--- src/rtl/serial_adder_nbit_pkg.sv ---
// Shared definitions for the bit-serial arithmetic blocks: FSM state codes and default width.
package serial_adder_nbit_pkg;

   localparam int unsigned DEF_WIDTH = 4;

   typedef logic [1:0] state_t;

   localparam state_t S_IDLE = 2'd0;
   localparam state_t S_RUN  = 2'd1;
   localparam state_t S_DONE = 2'd2;

endpackage

--- src/rtl/full_adder_1bit.sv ---
// Single combinational full adder cell, time-multiplexed across bits by the serial adder.
module full_adder_1bit (
   input  logic a,
   input  logic b,
   input  logic c_in,
   output logic s,
   output logic c_out
);

   assign s     = a ^ b ^ c_in;
   assign c_out = (a & b) | (c_in & (a ^ b));

endmodule

--- src/rtl/serial_adder_nbit.sv ---
// Bit-serial N-bit adder: operands in via valid/ready, LSB-first summation one bit per clock,
// result (sum, carry-out, signed overflow) held under valid/ready until consumed.
module serial_adder_nbit
   import serial_adder_nbit_pkg::*;
#(
   parameter int unsigned WIDTH = DEF_WIDTH
) (
   input  logic             clk,
   input  logic             rst_n,
   input  logic             in_valid,
   output logic             in_ready,
   input  logic [WIDTH-1:0] a,
   input  logic [WIDTH-1:0] b,
   input  logic             c_in,
   output logic             out_valid,
   input  logic             out_ready,
   output logic [WIDTH-1:0] s,
   output logic             c_out,
   output logic             V
);

   localparam int unsigned CW = (WIDTH > 1) ? $clog2(WIDTH) : 1;
   localparam logic [CW-1:0] CNT_LAST = CW'(WIDTH - 1);

   state_t           state;
   logic [WIDTH-1:0] a_sr;
   logic [WIDTH-1:0] b_sr;
   logic             carry;
   logic [CW-1:0]    cnt;

   logic fa_s;
   logic fa_co;

   full_adder_1bit u_fa (
      .a     (a_sr[0]),
      .b     (b_sr[0]),
      .c_in  (carry),
      .s     (fa_s),
      .c_out (fa_co)
   );

   // FSM, bit counter, shift registers and registered outputs.
   // Sum bits fill a_sr from the top as augend bits leave the bottom, so after WIDTH
   // shifts a_sr holds the sum; the final edge merges the last bit straight into s.
   always_ff @(posedge clk or negedge rst_n) begin
      if (!rst_n) begin
         state     <= S_IDLE;
         a_sr      <= '0;
         b_sr      <= '0;
         carry     <= 1'b0;
         cnt       <= '0;
         in_ready  <= 1'b1;
         out_valid <= 1'b0;
         s         <= '0;
         c_out     <= 1'b0;
         V         <= 1'b0;
      end else begin
         case (state)
            S_IDLE: begin
               if (in_valid) begin
                  a_sr     <= a;
                  b_sr     <= b;
                  carry    <= c_in;
                  cnt      <= '0;
                  in_ready <= 1'b0;
                  state    <= S_RUN;
               end
            end
            S_RUN: begin
               a_sr  <= {fa_s, a_sr[WIDTH-1:1]};
               b_sr  <= {1'b0, b_sr[WIDTH-1:1]};
               carry <= fa_co;
               if (cnt == CNT_LAST) begin
                  cnt       <= '0;
                  s         <= {fa_s, a_sr[WIDTH-1:1]};
                  c_out     <= fa_co;
                  V         <= carry ^ fa_co;
                  out_valid <= 1'b1;
                  state     <= S_DONE;
               end else begin
                  cnt <= cnt + 1'b1;
               end
            end
            S_DONE: begin
               if (out_ready) begin
                  out_valid <= 1'b0;
                  in_ready  <= 1'b1;
                  state     <= S_IDLE;
               end
            end
            default: begin
               out_valid <= 1'b0;
               in_ready  <= 1'b1;
               cnt       <= '0;
               state     <= S_IDLE;
            end
         endcase
      end
   end

endmodule

--- config.mk ---
export PLATFORM = sky130hd
export DESIGN_NAME = serial_adder_nbit
export DESIGN_NICKNAME = d
export VERILOG_FILES = /design/src/rtl/serial_adder_nbit_pkg.sv /design/src/rtl/full_adder_1bit.sv /design/src/rtl/serial_adder_nbit.sv
export SDC_FILE = /design/constraint.sdc
export NUM_CORES = 1
export LEC_CHECK = 0
export ABC_AREA = 1
export CORE_ASPECT_RATIO = 1.4
export CORE_UTILIZATION = 31
export CTS_BUF_LIST = sky130_fd_sc_hd__clkbuf_16
export DETAILED_ROUTE_END_ITERATION = 10
export PLACE_DENSITY_LB_ADDON = 0.05
export SLEW_MARGIN = 40
export SYNTH_ARGS = -nofsm -noshare
export SYNTH_HDL_FRONTEND = slang
export SYNTH_SLANG_ARGS = --single-unit
--- constraint.sdc ---
create_clock -name clk -period 1.3 [get_ports clk]
set_input_delay 0.26 -clock clk [delete_from_list [all_inputs] [get_ports clk]]
set_output_delay 0.26 -clock clk [all_outputs]
set_load 0.05 [all_outputs]
Word-level counts from Yosys, hierarchy flattened. Cells that the tools add are included. Widths: inputs -> output; s select.

Flip-flop bits (word level): 21. Input port bits: 13. Output and inout bits: 8. Logic and storage cells: 53.

Add/sub/neg operators: 1. Eq/ne operators: 6. Muxes and demuxes: 19. Bitwise gates (word level): 9. Reduce and logical (&&, ||, !) cells: 8.

Operator list (number): $pmux 4 s2 (2); $pmux 2 s3 (2); $mux 2 (5); $reduce_and 3->1 (3); $mux 4 (2); $ne 2x2->1 const B (3); $pmux 1 s3 (2); $reduce_and 2->1 (3); $mux 1 (5); $eq 2x2->1 const B (2); $not 1->1 (3); $xor 1x1->1 (3); $add 2x1->2 const B (1); $and 1x1->1 (2); $eq 2x1->1 const B (1); $logic_not 2->1 (1); $pmux 1 s2 (1); $reduce_bool 2->1 (1); $or 1x1->1 (1).

Logic depth before layout (Yosys ltp). Gate-level depths: netlist of the first run.

Depth after elaboration: 4. Depth in mapped cells: 6. Gate-level depth less buffers: 5.

By module. A second synthesis of the first run with hierarchy kept.

Cell total of the unflattened synthesis: 121. Area total of the unflattened synthesis: 1072.3 um^2.

By module, submodules not included: serial_adder_nbit (instances 1, cells each 120, area each 1052.3 um^2, sequential area each 526.8 um^2); full_adder_1bit (instances 1, cells each 1, area each 20.0 um^2, sequential area each 0.0 um^2).

Worst setup path after synthesis of the first run. OpenSTA, ideal clock, no wires.

Kind: reg2reg. From: register carry. To: register V. Setup time: 0.118 ns. Arrival: 1.122 ns. Data required time: 1.182 ns. Path slack: 0.060 ns. Stages on the path, launching flop included: 5. Path buffers: 0. Clock period less this slack: 1.240 ns. Path through: dfrtp_1 -> fa_1 -> xor2_1 -> nand2_1 -> nand2_1.

Cells in the longest elaborated chain, start to end: 3.

Ends and longest elaborated chain: from (decl) (RTL line serial_adder_nbit.sv:28) `logic carry;`; from (signal assigned) (RTL line serial_adder_nbit.sv:63) `carry <= c_in;`; from (signal assigned) (RTL line serial_adder_nbit.sv:72) `carry <= fa_co;`; $and 1x1->1 (RTL line full_adder_1bit.sv:11) `assign c_out = (a & b) | (c_in & (a ^ b));`; $or 1x1->1 (RTL line full_adder_1bit.sv:11); via fa_co (RTL line serial_adder_nbit.sv:32) `logic fa_co;`; $xor 1x1->1 (RTL line serial_adder_nbit.sv:77) `V <= carry ^ fa_co;`; to (signal assigned) (RTL line serial_adder_nbit.sv:77); to (decl) (RTL line serial_adder_nbit.sv:19) `output logic V`.

The timed path passes the listed nets, and every way through them passes these cells. A chain may end at the register's enable or synchronous reset.

Final worst setup path of the first run.
From: register a_sr[0]. To: register a_sr[3].

Cells in the longest elaborated chain, start to end: 3.

Ends and longest elaborated chain: from (decl) (RTL line serial_adder_nbit.sv:26) `logic [WIDTH-1:0] a_sr;`; from (signal assigned) (RTL line serial_adder_nbit.sv:70) `a_sr <= {fa_s, a_sr[WIDTH-1:1]};`; $xor 1x1->1 (2 in a row) (RTL line full_adder_1bit.sv:10) `assign s = a ^ b ^ c_in;`; via fa_s (RTL line serial_adder_nbit.sv:31) `logic fa_s;`; $pmux 4 s2 (RTL line serial_adder_nbit.sv:58) `case (state)`.

The timed path passes the listed nets, and every way through them passes these cells.

==> results.yml, run 1 <==
run_status:
  status: "complete, no violations"
logic_synthesis:
  synth_adder_area_share: 0.03242
  ys.warnings.count: 0
  synth_xor_xnor_area_share: 0.008728
  synthesis.area_mm2: 0.001003
  syn_avg_cell_area_um2: 8.726
  synth_compound_area_frac: 0.03741
  synthArstFlopShare: 1.000
  mapped_nets: 130
  number_of_synthesized_flops_with_an_enable_pin: 0
  dominant_combinational_cell_family_by_area_after_synthesis: "simple AND/OR/NAND/NOR gates"
  synthDominantCellAreaShare: 0.4988
  netlist.top_cell.by_area: "sky130_fd_sc_hd__dfrtp_1"
  synth_flop_cell: "sky130_fd_sc_hd__dfrtp_1"
  postSynthCellCount: 115
  synth.area.top_cells: "sky130_fd_sc_hd__dfrtp_1 (50%), sky130_fd_sc_hd__nand2_1 (13%), sky130_fd_sc_hd__nand3_1 (12%)"
  synth-seq-area-share: 0.5249
  muxShareOfSynthArea: 0
  synthMostInstantiatedCell: "sky130_fd_sc_hd__nand2_1"
  synthTopCellsByCount: "sky130_fd_sc_hd__nand2_1 (34), sky130_fd_sc_hd__nand3_1 (24), sky130_fd_sc_hd__dfrtp_1 (20), sky130_fd_sc_hd__inv_1 (10), sky130_fd_sc_hd__o21ai_1 (5)"
  synth_cell_types: 19
  flops_latches_synth: 21
  yosys.area_share.simple: 0.3142
setup_path:
  critPathLaunch: "a_sr[0]"
  worst-setup-path-type: "reg -> reg"
  crit_arrival_ps: 1470
  crit_path_start_kind: "flop"
  setup.worst_path.end_class: "flop"
  crit_required_ps: 1490
  timing.critical_path.fanout_max: 2
  reg2reg_from: "a_sr[0]"
drt:
  drc: 0
  via_count: 862
  drtIter0Drc: 13
  post_detailed_route_via_to_cell_ratio: 4.659
  drt-wirelength-per-cell_um: 11.79
  first_pass_drt_iterations: 4
  drt_wl_total_um: 2181
  final_antenna_net_count: 0
floorplan:
  i_o_pin_count: 21
  die_width_um: 50.09
  die-area_mm2: 0.003472
  fp.dieH_um: 69.32
  floorplan.core_area_mm2: 0.003093
  placement_rows: 24
  initial_utilization: 0.3244
clocking:
  cts.root.buffer_cell: "sky130_fd_sc_hd__clkbuf_16"
  insertion_delay_ps: 250
  cts-root-to-sink-buffers: 2
  h-tree-depth: 1
  cts_tree: "built"
  tritoncts_buffer_count: 3
  clock_pin_slew_of_the_registers_on_the_worst_case_setup_and_hold_paths_ps: 60
  cts.sink_count: 21
placement:
  detailedPlacementHpwl_um: 1638
  place_ws_ps: -13.70
  placedCellCount: 181
  gpl.final_weighted_congestion: 0.7461
  port-buffer-count: 20
power:
  peak_supply_drop_v: 0.001061
  power_density_mw_per_mm2: 2709
  fin_total_pwr_mw: 4.048
  p_leak_nw: 0.7390
timing:
  finalSetupViolations: 0
  final_period_demand_of_the_worst_path_ps: 1281
  maxSlewHeadroom: 0.8158
  whs_ps: 358.3
  grt_setup_unrepaired: "yes"
  finalClockSkew_ps: 0.9116
  hold_viol_final: 0
  fmax_mhz: 780.7
  post-route-period-util: 0.9854
  worst_slew_pin_slew_ps: 275.3
  final_max_slew_viol_count: 0
  postLayoutSetupSlackWorst_ps: 19.02
finish:
  synthToLayoutAreaGrowth_pct: 48.88
  final_nets: 162
  fillCellCount: 309
  finish.cell_count_without_fillers: 185
  layout.core_utilization: 0.4830
  antenna_cells: 0
  final_layout_size_suffix_gt1_frac: 0.2260
run:
  cap_violations: 0
global_route:
  groute.usage.overall: 0.1432
  first_global_vias: 876
  maximum_number_of_pins_on_one_net_before_global_route_repair: 22
  overflow_after_grt: 0
  grt_pass1_wl_um: 3870
  initial_antenna_violation_count: 0
worst_hold_path:
  min_path_type: "in -> async"
## path summary, 6_finish.rpt
path / endpoint / slack [ps] / cells past startpoint
worst min-delay path: out_valid / 360 / 2
worst min register to register: cnt[0] / 490 / 1
min in group clk: cnt[0] / 490 / 1
max in group asynchronous: in_ready / 730 / 2
worst max-delay path: a_sr[3] / 20 / 5
worst max register to register: a_sr[3] / 20 / 5
## routing by layer
metal	track usage	vias to the layer above	share of wire
met3	0.02193	4	0.029
met1	0.1822	400	0.45
met5	0	-	0
met2	0.2415	22	0.50
li1	-	436	-
met4	0.04762	0	0.015
## report_power, final
| part | leakage [nW] | total (mW) | internal [mW] | switching (mW) |
|---|---|---|---|---|
| registers | 0.261 | 1.23 | 0.966 | 0.259 |
| logic | 0.436 | 2.18 | 1.01 | 1.17 |
| clock network | 0.0423 | 0.641 | 0.410 | 0.232 |
| total | 0.739 | 4.05 | 2.39 | 1.66 |
## kinds of logic (layout without fill, tap and decap cells)
logic type	Yosys count	in the layout
AO/OA/AOI/OAI	7	7
XOR/XNOR	1	1
adder cells (fa/ha/maj)	2	2
buffers and inverters	16	47
flip-flops	21	21
AND/OR/NAND/NOR	68	68
## worst max-delay path, stage by stage, from the launching register on
cell	delay, ps
sky130_fd_sc_hd__dfrtp_1	400
sky130_fd_sc_hd__fa_2	580
sky130_fd_sc_hd__inv_2	40
sky130_fd_sc_hd__nand3_2	60
sky130_fd_sc_hd__nand3_2	70
sky130_fd_sc_hd__nand2_1	70
## sequential cells by signal, summed over array words and instances (netlist names), 2 cells and up
name / flops
state: 2
cnt: 2
s: 4
b_sr: 4
a_sr: 4
## metrics by stage
| step | setup TNS (ps) | area, um2 |
|---|---|---|
| 6_report | 0 | 1494 |
| 2_1_floorplan | 0 | 1003 |
| 5_1_grt | -35.07 | 1494 |
| 4_1_cts | 0 | 1481 |
| 3_3_place_gp | -4.247 | 1403 |
| 3_5_place_dp | -13.70 | 1403 |
## cells in the final DEF (no fill, tap or decap)
master and n:
sky130_fd_sc_hd__nand4_1 4, sky130_fd_sc_hd__dfstp_2 1, sky130_fd_sc_hd__nand3_2 2, sky130_fd_sc_hd__nand3_1 22, sky130_fd_sc_hd__nor2_4 1, sky130_fd_sc_hd__clkdlybuf4s50_1 12, sky130_fd_sc_hd__nand2_2 2, sky130_fd_sc_hd__o31ai_1 1
sky130_fd_sc_hd__buf_12 10, sky130_fd_sc_hd__nand2_1 34, sky130_fd_sc_hd__dfrtp_1 20, sky130_fd_sc_hd__a21oi_1 1, sky130_fd_sc_hd__nor2_1 2, sky130_fd_sc_hd__ha_1 1, sky130_fd_sc_hd__inv_2 3, sky130_fd_sc_hd__clkbuf_16 3
sky130_fd_sc_hd__inv_1 10, sky130_fd_sc_hd__buf_4 9, sky130_fd_sc_hd__nand2_4 1, sky130_fd_sc_hd__o21ai_1 5, sky130_fd_sc_hd__xor2_1 1, sky130_fd_sc_hd__fa_2 1
## cell type report
| cell class | instances | area [um2] | share of cell area |
|---|---|---|---|
| clock inverters | 1 | 3.754 | 0.002513 |
| repair buffers | 31 | 387.9 | 0.2596 |
| well taps | 39 | 48.80 | 0.03266 |
| flip-flops and latches | 21 | 526.8 | 0.3526 |
| clock buffers | 3 | 75.07 | 0.05025 |
| inverters | 12 | 45.04 | 0.03015 |
| multi-input cells | 78 | 406.6 | 0.2722 |
## timing repair
action                     CTS  global route
resized for setup            0             4
setup endpoints to repair    0             2
buffers inserted             0             0
hold buffers                 0             0
(Power assumes the default switching activity.)
==> run 2: changes to the inputs <==
--- a/config.mk
+++ b/config.mk
@@ -6,10 +6,12 @@
 export NUM_CORES = 1
 export LEC_CHECK = 0
 export ABC_AREA = 1
+export ABC_CLOCK_PERIOD_IN_PS = 1300
 export CORE_ASPECT_RATIO = 1.4
-export CORE_UTILIZATION = 31
+export CORE_UTILIZATION = 44
 export CTS_BUF_LIST = sky130_fd_sc_hd__clkbuf_16
 export DETAILED_ROUTE_END_ITERATION = 10
+export HOLD_SLACK_MARGIN = 0.1
 export PLACE_DENSITY_LB_ADDON = 0.05
 export SLEW_MARGIN = 40
 export SYNTH_ARGS = -nofsm -noshare
==> run 2 against run 1 <==
  * Clock skew grew 2.6 ps
  * Global-route usage up 4.2 points
  * Final cell count is 10% lower
  * Clock-buffer cell count stayed put
  * Sequential share of layout area increased by 1.6 points
  * Utilization increased by 18 points
  * Critical endpoint unchanged
  * Largest power group unchanged
==> results.yml, run 2 (synthesized netlist as in run 1, its figures left out) <==
run_status:
  status: "complete, no violations"
global_route:
  overflow_after_grt: 0
  maximum_number_of_pins_on_one_net_before_global_route_repair: 15
  groute.usage.overall: 0.1853
  grt_pass1_wl_um: 3512
  first_global_vias: 814
  initial_antenna_violation_count: 0
placement:
  place_ws_ps: -5.013
  port-buffer-count: 20
  detailedPlacementHpwl_um: 1511
  gpl.final_weighted_congestion: 0.8214
  placedCellCount: 161
clocking:
  insertion_delay_ps: 250
  h-tree-depth: 1
  cts.root.buffer_cell: "sky130_fd_sc_hd__clkbuf_16"
  cts.sink_count: 21
  cts_tree: "built"
  clock_pin_slew_of_the_registers_on_the_worst_case_setup_and_hold_paths_ps: 60
  cts-root-to-sink-buffers: 2
  tritoncts_buffer_count: 3
drt:
  final_antenna_net_count: 0
  drc: 0
  drtIter0Drc: 19
  post_detailed_route_via_to_cell_ratio: 5.133
  first_pass_drt_iterations: 4
  via_count: 852
  drt_wl_total_um: 1998
  drt-wirelength-per-cell_um: 12.04
floorplan:
  i_o_pin_count: 21
  die_width_um: 42.36
  placement_rows: 20
  die-area_mm2: 0.002478
  floorplan.core_area_mm2: 0.002152
  fp.dieH_um: 58.51
  initial_utilization: 0.4663
timing:
  finalSetupViolations: 0
  final_period_demand_of_the_worst_path_ps: 1271
  grt_setup_unrepaired: "no"
  maxSlewHeadroom: 0.7937
  fmax_mhz: 786.9
  setup_tns_ps: 0
  hold_viol_final: 0
  finalClockSkew_ps: 3.487
  postLayoutSetupSlackWorst_ps: 29.13
  post-route-period-util: 0.9776
  worst_slew_pin_slew_ps: 309.5
  final_max_slew_viol_count: 0
setup_path:
  regToRegSetupSlack_ps: 30
  timing.rr.end: "a_sr[3]"
  timing.critical_path.fanout_max: 2
  crit_arrival_ps: 1460
  crit_required_ps: 1490
  crit_path_start_kind: "flop"
  reg2reg_depth: 5
  setup.worst_path.end_class: "flop"
  worst-setup-path-type: "reg -> reg"
  reg2reg_from: "a_sr[0]"
finish:
  final_cell_mix: "sky130_fd_sc_hd__nand2_1 (34), sky130_fd_sc_hd__nand3_1 (23), sky130_fd_sc_hd__dfrtp_1 (19)"
  antenna_cells: 0
  biggestRegsByFlops: "a_sr: 4 flops, b_sr: 4 flops, s: 4 flops"
  final_layout_size_suffix_gt1_frac: 0.2292
  finish.cell_count_without_fillers: 166
  final_nets: 160
  synthToLayoutAreaGrowth_pct: 42.89
  layout.cells.most_common: "sky130_fd_sc_hd__nand2_1"
  fillCellCount: 183
power:
  fin_total_pwr_mw: 3.913
  internal_mw: 2.303
  p_seq_frac: 0.320
  p_leak_nw: 0.7130
  power_density_mw_per_mm2: 2729
  p_switching_mw: 1.611
  comb_power_share: 0.520
  peak_supply_drop_v: 0.001481
  power.switching_fraction: 0.4116
  clockPowerShare: 0.159
run:
  cap_violations: 0
worst_hold_path:
  min_path_type: "in -> async"
==> run 2: cell count changes in the layout (fill, tap and decap cells not counted) <==
cell and delta:
sky130_fd_sc_hd__nor2_2 +2, sky130_fd_sc_hd__nand3_2 -1, sky130_fd_sc_hd__nand3_1 +1, sky130_fd_sc_hd__dfrtp_1 -1
sky130_fd_sc_hd__buf_12 -2, sky130_fd_sc_hd__nor2_1 -2, sky130_fd_sc_hd__dfrtp_2 +1
==> run 2: layout make-up <==
class                           instances  area, um2  share of cell area
Clock buffer                            3      75.07             0.05236
Timing Repair Buffer                   29      347.8              0.2426
Tap cell                               22      27.53             0.01920
Multi-Input combinational cell         78      406.6              0.2836
Inverter                               12      45.04             0.03141
Clock inverter                          1      3.754            0.002618
Sequential cell                        21      528.0              0.3682
==> run 2: timing repair <==
action,4_1_cts,5_1_grt
setup buffers,0,1
hold buffers,0,0
endpoints found under the setup margin,1,9
gates resized for setup,1,5
pin swaps,0,2
==> run 2: power groups by stage <==
stage          clock [mW]  combinational [mW]  sequential, mW
6_report            0.623                2.04            1.25
5_1_grt             0.673                2.23            1.28
4_1_cts             0.637                2.00            1.25
3_5_place_dp            0                1.96            1.26
3_3_place_gp            0                1.94            1.25
2_1_floorplan           0               0.925            1.50
==> run 2: worst max-delay path by stage <==
stage | start | endpoint | slack [ps]
floorplan | carry | V | 60
global placement | in_valid | b_sr[1] | 10
detailed placement | in_valid | b_sr[1] | -5
CTS | carry | a_sr[3] | 3
global route | state[0] | cnt[0] | 1
finish | a_sr[0] | a_sr[3] | 30
==> run 2: through the flow <==
stage,util,hold slack (ps),instance area (um2)
final,0.6663,334.0,1434
after global routing,0.6663,353.1,1434
after CTS,0.6564,343.5,1413
after detailed placement,0.6198,487.8,1334
after global placement,0.6198,467.3,1334
after floorplan,-,-35.59,1003
==> run 2: metal layers <==
layer  wire length, um  global-route usage
met1               924              0.2425
met2              1011              0.3055
met3                45             0.02761
met4                17             0.08036
met5                 0                   0
==> run 2: worst max-delay path, cell delays in order (launching register included) <==
cell and delay [ps]:
sky130_fd_sc_hd__dfrtp_1 400, sky130_fd_sc_hd__fa_2 570, sky130_fd_sc_hd__inv_2 40, sky130_fd_sc_hd__nand3_2 60, sky130_fd_sc_hd__nand3_1 70, sky130_fd_sc_hd__nand2_1 60
